===== config.mk =====
export PLATFORM = sky130hd
export DESIGN_NAME = hazard_ctrl
export DESIGN_NICKNAME = d
export VERILOG_FILES = /design/src/rtl/hazard_ctrl.sv
export SDC_FILE = /design/constraint.sdc
export NUM_CORES = 1
export LEC_CHECK = 0
export CELL_PAD_IN_SITES_DETAIL_PLACEMENT = 0
export CELL_PAD_IN_SITES_GLOBAL_PLACEMENT = 1
export CORE_MARGIN = 1
export CORE_UTILIZATION = 35
export CTS_CLUSTER_DIAMETER = 40
export DETAILED_ROUTE_END_ITERATION = 10
export HOLD_SLACK_MARGIN = 0.05
export PLACE_DENSITY = 0.77
export RECOVER_POWER = 100
export SLEW_MARGIN = 15
export SYNTH_ARGS = -nofsm -noshare
export SYNTH_HDL_FRONTEND = slang
export SYNTH_SLANG_ARGS = --single-unit

===== constraint.sdc =====
create_clock -name clk -period 3.55 [get_ports clk]
set_input_delay 0.8875 -clock clk [delete_from_list [all_inputs] [get_ports clk]]
set_output_delay 0.8875 -clock clk [all_outputs]
set_load 0.03 [all_outputs]

===== src/rtl/hazard_ctrl.sv =====
// Pipeline hazard controller: RAW-hazard bubble insertion, taken-jump flush,
// external freeze, and saturating performance counters for stalls and flushes.
module hazard_ctrl #(
    parameter int unsigned EX_BUBBLES = 2,
    parameter int unsigned WB_BUBBLES = 1
) (
    input  logic        clk,
    input  logic        rst,
    input  logic [5:0]  rs1_id,
    input  logic [5:0]  rs2_id,
    input  logic        rs1_used,
    input  logic        rs2_used,
    input  logic [5:0]  rd_ex,
    input  logic        regWrite_ex,
    input  logic [5:0]  rd_wb,
    input  logic        regWrite_wb,
    input  logic        jump_ex,
    input  logic        ext_stall,
    output logic        pc_write,
    output logic        ifid_write,
    output logic        ifid_flush,
    output logic        idex_bubble,
    output logic        pipe_hold,
    output logic        state,
    output logic [15:0] stall_cycles,
    output logic [15:0] flush_cycles
);

    typedef enum logic {StRun, StStall} state_e;

    localparam logic [2:0] ExLoad = 3'(EX_BUBBLES - 1);
    localparam logic [2:0] WbLoad = 3'(WB_BUBBLES - 1);

    state_e      state_q, state_d;
    logic [2:0]  cnt_q, cnt_d;
    logic [15:0] stall_q, stall_d, flush_q, flush_d;
    logic        hit_ex, hit_wb;
    logic [15:0] stall_inc, flush_inc;

    assign hit_ex = regWrite_ex & ((rs1_used & (rs1_id == rd_ex)) |
                                   (rs2_used & (rs2_id == rd_ex)));
    assign hit_wb = regWrite_wb & ((rs1_used & (rs1_id == rd_wb)) |
                                   (rs2_used & (rs2_id == rd_wb)));

    assign stall_inc = (stall_q == 16'hFFFF) ? stall_q : stall_q + 16'd1;
    assign flush_inc = (flush_q == 16'hFFFF) ? flush_q : flush_q + 16'd1;

    always_comb begin
        pc_write    = 1'b1;
        ifid_write  = 1'b1;
        ifid_flush  = 1'b0;
        idex_bubble = 1'b0;
        pipe_hold   = 1'b0;
        state_d     = state_q;
        cnt_d       = cnt_q;
        stall_d     = stall_q;
        flush_d     = flush_q;
        if (rst) begin
            // State is already forced by the async reset; outputs kill the pipe.
            pc_write    = 1'b0;
            ifid_write  = 1'b0;
            ifid_flush  = 1'b1;
            idex_bubble = 1'b1;
        end else if (ext_stall) begin
            pc_write   = 1'b0;
            ifid_write = 1'b0;
            pipe_hold  = 1'b1;
        end else if (jump_ex) begin
            ifid_flush  = 1'b1;
            idex_bubble = 1'b1;
            state_d     = StRun;
            cnt_d       = 3'd0;
            flush_d     = flush_inc;
        end else if (state_q == StStall) begin
            // Comparators are ignored here; the countdown alone ends the stall.
            pc_write    = 1'b0;
            ifid_write  = 1'b0;
            idex_bubble = 1'b1;
            cnt_d       = (cnt_q == 3'd0) ? 3'd0 : cnt_q - 3'd1;
            if (cnt_q <= 3'd1) state_d = StRun;
            stall_d     = stall_inc;
        end else if (hit_ex || hit_wb) begin
            pc_write    = 1'b0;
            ifid_write  = 1'b0;
            idex_bubble = 1'b1;
            cnt_d       = hit_ex ? ExLoad : WbLoad;
            state_d     = (cnt_d != 3'd0) ? StStall : StRun;
            stall_d     = stall_inc;
        end
    end

    always_ff @(posedge clk or posedge rst) begin
        if (rst) begin
            state_q <= StRun;
            cnt_q   <= 3'd0;
            stall_q <= 16'd0;
            flush_q <= 16'd0;
        end else begin
            state_q <= state_d;
            cnt_q   <= cnt_d;
            stall_q <= stall_d;
            flush_q <= flush_d;
        end
    end

    assign state        = (state_q == StStall);
    assign stall_cycles = stall_q;
    assign flush_cycles = flush_q;

endmodule


== Word level (Yosys, flattened, before mapping) ==
Index checks and enable logic that the tools add are counted.

* $add $sub $neg: 3
* Multipliers: 0
* Div/mod/pow operators: 0
* $lt $le $gt $ge: 1
* Eq/ne operators: 6
* Shifts and indexed selects: 0
* Muxes and demuxes: 28
* Bitwise logic cells: 12
* Reductions and logical operators: 9

{| class="wikitable"
|+ Operator list
! operator !! count
|-
| $mux 16 || 3
|-
| $add 16x1->16 const B || 2
|-
| $eq 16x16->1 const B || 2
|-
| $eq 6x6->1 || 4
|-
| $mux 1 || 21
|-
| $mux 3 || 4
|-
| $reduce_and 4->1 || 2
|-
| $and 1x1->1 || 6
|-
| $reduce_bool 3->1 || 2
|-
| $not 1->1 || 4
|-
| $le 3x1->1 const B || 1
|-
| $logic_not 3->1 || 1
|-
| $reduce_and 3->1 || 1
|-
| $sub 3x1->3 const B || 1
|-
| $or 1x1->1 || 2
|-
| $reduce_and 2->1 || 1
|-
| $reduce_bool 2->1 || 1
|-
| $logic_or 1x1->1 || 1
|}

* Flip-flop bits (word level): 36
* Latch bits: 0
* Bits in writable memories: 0
* Memory bits (read-only): 0
* Bits of input ports: 32
* Output and inout port bits: 38
* Logic and storage cells: 63
* Memories: 0

== Longest topological paths before layout ==
* Depth after elaboration: 10
* Mapped depth: 9

== Least setup slack after synthesis ==
OpenSTA, ideal clock, no wires.

* Path kind: input -> output
* Start: input port rst
* End: output port pc_write
* Arrival time: 2.884 ns
* Data required time: 2.663 ns
* Setup slack: -0.221 ns
* Stages: 4
* Buffers on the path: 1
* Cells stage by stage: inv_1 > nand2_1 > nor2_1 > buf_4

* Longest elaborated chain between the ends: 1

{| class="wikitable"
|+ RTL lines
! what !! RTL line !! text
|-
| start: declaration || 8 || <nowiki>input logic rst,</nowiki>
|-
| $mux 1 || -- ||
|-
| end: declaration || 19 || <nowiki>output logic pc_write,</nowiki>
|}

Every way passes these cells.

== Final worst setup path ==
* Start: input port rs2_id[2]
* End: output port ifid_write

* Longest elaborated chain between the ends: 10
* Elaborated cells on any way between the ends: 14
* Those cells by class: 2 x eq/ne; 5 x mux; 6 x bitwise; 1 x reduce/logical

{| class="wikitable"
|+ RTL lines
! what !! RTL line !! text
|-
| start: declaration || 10 || <nowiki>input logic [5:0] rs2_id,</nowiki>
|-
| $eq 6x6->1 (on tied branches) || 41, 43 ||
|-
| $and 1x1->1 (on tied branches) || 41, 43 ||
|-
| $or 1x1->1 (on tied branches) || 40, 42 ||
|-
| $and 1x1->1 (on tied branches) || 40, 42 ||
|-
| $logic_or 1x1->1 (*) || 82 || <nowiki>end else if (hit_ex || hit_wb) begin</nowiki>
|-
| $mux 1 (*) || 82 ||
|-
| $mux 1 (*) || 74 || <nowiki>end else if (state_q == StStall) begin</nowiki>
|-
| $mux 1 (*) || 68 || <nowiki>end else if (jump_ex) begin</nowiki>
|-
| $mux 1 (*) || 64 || <nowiki>end else if (ext_stall) begin</nowiki>
|-
| $mux 1 (*) || 58 || <nowiki>if (rst) begin</nowiki>
|-
| end: declaration || 20 || <nowiki>output logic ifid_write,</nowiki>
|}

Mark *: on every way between the ends. The rest lies on a longest branch, timed or not.

==> impl_metrics.toml <==
[clocking]
hold_buffers = 0
cts_buffers = 5
cts_tree = "done"
clock-sinks = 36
htreeDepth = 2
clk_pin_slew_worst_paths_ns = 0.07
clkLatencyLatePin_ns = 0.28
clockBufferDepth = 2
cts-root-buf = "clkbuf_8"

[pwr]
leakagePower_nw = 1.40
seq_power_share_pct = 43.6
p_int_w = 0.000801
power_density_nw_per_um2 = 409
power.total_w = 0.00124
power_frac_comb_pct = 32.5
switching_share_pct = 35.3
pwr-share-clk_pct = 23.9
max-vdd-ir-drop_mv = 0.316
p_switching_w = 0.000438

[outcome]
status = "finished, violations left"
violations = "max-capacitance violations, max-slew violations"

[sta]
whs_ns = 0.478
rsz0062_at_grt = "false"
post-route-period-util_pct = 97.2
setup_viol = 0
min_period_ns = 3.45
slew-limit-headroom_pct = -28.5
slew_viol_final = 37
skew_ns = 0.00377
hold_viol = 0
worstMarginPinSlew_ns = 1.93
max_freq_ghz = 0.290
fin_ws_ns = 0.0994

[final_layout]
fin_nets = 319
final_cell_mix = "36 x dfrtp_1, 36 x dlygate4sd3_1, 33 x xnor2_1"
fill_cells = 580
fin_cells = 359
area_growth_pct = 37.7
antenna_cells = 0
post-route-cell-area_um2 = 3030
layout-drive-gt1-share_pct = 10.2

[logic_synthesis]
synth-compound-area-share_pct = 6.48
postSynthAreaPerCell_um2 = 10.6
syn_area_um2 = 2200
synth_top_family_by_area = "simple AND/OR/NAND/NOR gates"
synthArstFlopShare_pct = 100
post-synth-top-area-fraction_pct = 41.0
yosys.area_share.simple_pct = 23.4
yosys-top-cells-area = "dfrtp_1 41%, xnor2_1 13%, xor2_1 7.6%"
syn_nets = 244
synth-xor-area-share_pct = 21.4
ys_ff_latch = 36
synthMuxAreaShare_pct = 1.71
ys_seq_area_share_pct = 41.0
synth_edf_count = 0
synthCells = 208
synthDominantAreaCellType = "dfrtp_1"
yosysWarningCount = 0
ys_types = 40
synthAdderAreaFrac_pct = 2.28
synth-main-ff-cell = "dfrtp_1"

[floorplanning]
die_width_um = 81.3
die_area_um2 = 6610
ios = 70
core_um2 = 5990
initial_utilization_pct = 36.7
die_y_um = 81.3
rows = 28

[critical_path]
reg2reg_slack_ns = 1.28
crit_path_end_kind = "primary output"
cp-start-kind = "primary input"
critical_path_class = "in -> out"
worst-endpoint-required_ns = 2.66
arrival_ns = 2.56
crit_fanout = 2

[job]
cap_violations = 1

[detailed_routing]
drtPass1Iterations = 4
wire_per_inst_um = 13.8
vias = 1784
antenna_left = 0
initialDrtViolationCount = 41
vias_per_cell = 4.97
drc = 0
routed_wl_um = 4960

[global_routing]
antenna_found_initial = 0
grt_max_degree = 37
overflow = 0
grt_first_pass_wirelength_um = 8250
grt.total_usage_pct = 16.3
first_global_vias = 1725

[place]
placedCellCount = 350
dp_hpwl_um = 3700
place_area_um2 = 2970
pre_cts_ws_ns = -0.432
place_congestion = 0.761
io_buffers = 69

[min_path]
hold_class = "reg -> reg"
-- path summary, 6_finish.rpt --
check	startpoint	to	cells past startpoint
max	rs2_id[2]	ifid_write	7
min	stall_cycles[4]	stall_cycles[4]	1
max reg2reg	flush_cycles[0]	flush_cycles[13]	6
min reg2reg	stall_cycles[4]	stall_cycles[4]	1
max in group asynchronous	rst	flush_cycles[4]	3
min in group asynchronous	rst	cnt_q[0]	3
-- critical path: stages --
cell,delay (ns)
clkdlybuf4s50_1,0.51
xor2_1,0.29
nor4_4,0.09
a2111oi_4,0.39
nor2_2,0.09
nor2_4,0.15
buf_6,0.15
-- metal layers --
| layer | vias up | track usage [%] | routed length [um] |
|---|---|---|---|
| met5 | - | 0 | 0 |
| met4 | 0 | 5.00 | 61 |
| met3 | 7 | 3.48 | 193 |
| met2 | 37 | 26.9 | 2440 |
| met1 | 864 | 21.0 | 2260 |
| li1 | 876 | - | - |
-- area by class of cell --
cell class,count,area [um^2],share of cell area [%]
clock buffers,8,90.1,2.97
inverters,7,30.0,0.991
multi-input cells,159,1180,39.1
flip-flops and latches,36,901,29.7
well taps,75,93.8,3.10
repair buffers,74,729,24.1
-- Yosys cell counts, types with 5 or more instances --
library cell and number:
nor3_2 5, and3_1 10, nor4_2 6, nand4_1 6, xnor2_1 33, nand3_1 21, nand2_1 16, dfrtp_1 36
inv_1 7, xor2_1 19, nor2_1 6
-- flip-flops by register name (all words and copies together) (netlist names) --
register,count
state,1
cnt_q,3
flush_cycles,16
stall_cycles,16
-- power groups by stage --
stage	Sequential, W	Combinational (W)	Clock, W
floorplan	0.000615	0.000178	0
global placement	0.000548	0.000418	0
detailed placement	0.000548	0.000419	0
CTS	0.000542	0.000427	0.000310
global route	0.000552	0.000443	0.000327
finish	0.000540	0.000402	0.000297
-- cells by family after synthesis --
group / after synthesis
multiplexers: 3
buffers and inverters: 13
AND/OR/NAND/NOR: 82
flip-flops: 36
AO/OA/AOI/OAI: 17
XOR/XNOR: 53
adder cells (fa/ha/maj): 4
-- stage by stage --
stage | setup TNS (ns) | utilization [%]
after floorplan | 0 | -
after global placement | -0.953 | 49.6
after detailed placement | -0.966 | 49.6
after CTS | 0 | 51.3
after global routing | 0 | 50.6
final | 0 | 50.6
-- timing repair --
item	4_1_cts	5_1_grt
endpoints found under the setup margin	3	3
setup buffers	1	0
resized for setup	12	14
pin swaps	0	5
Power figures use the tool's default switching activity.
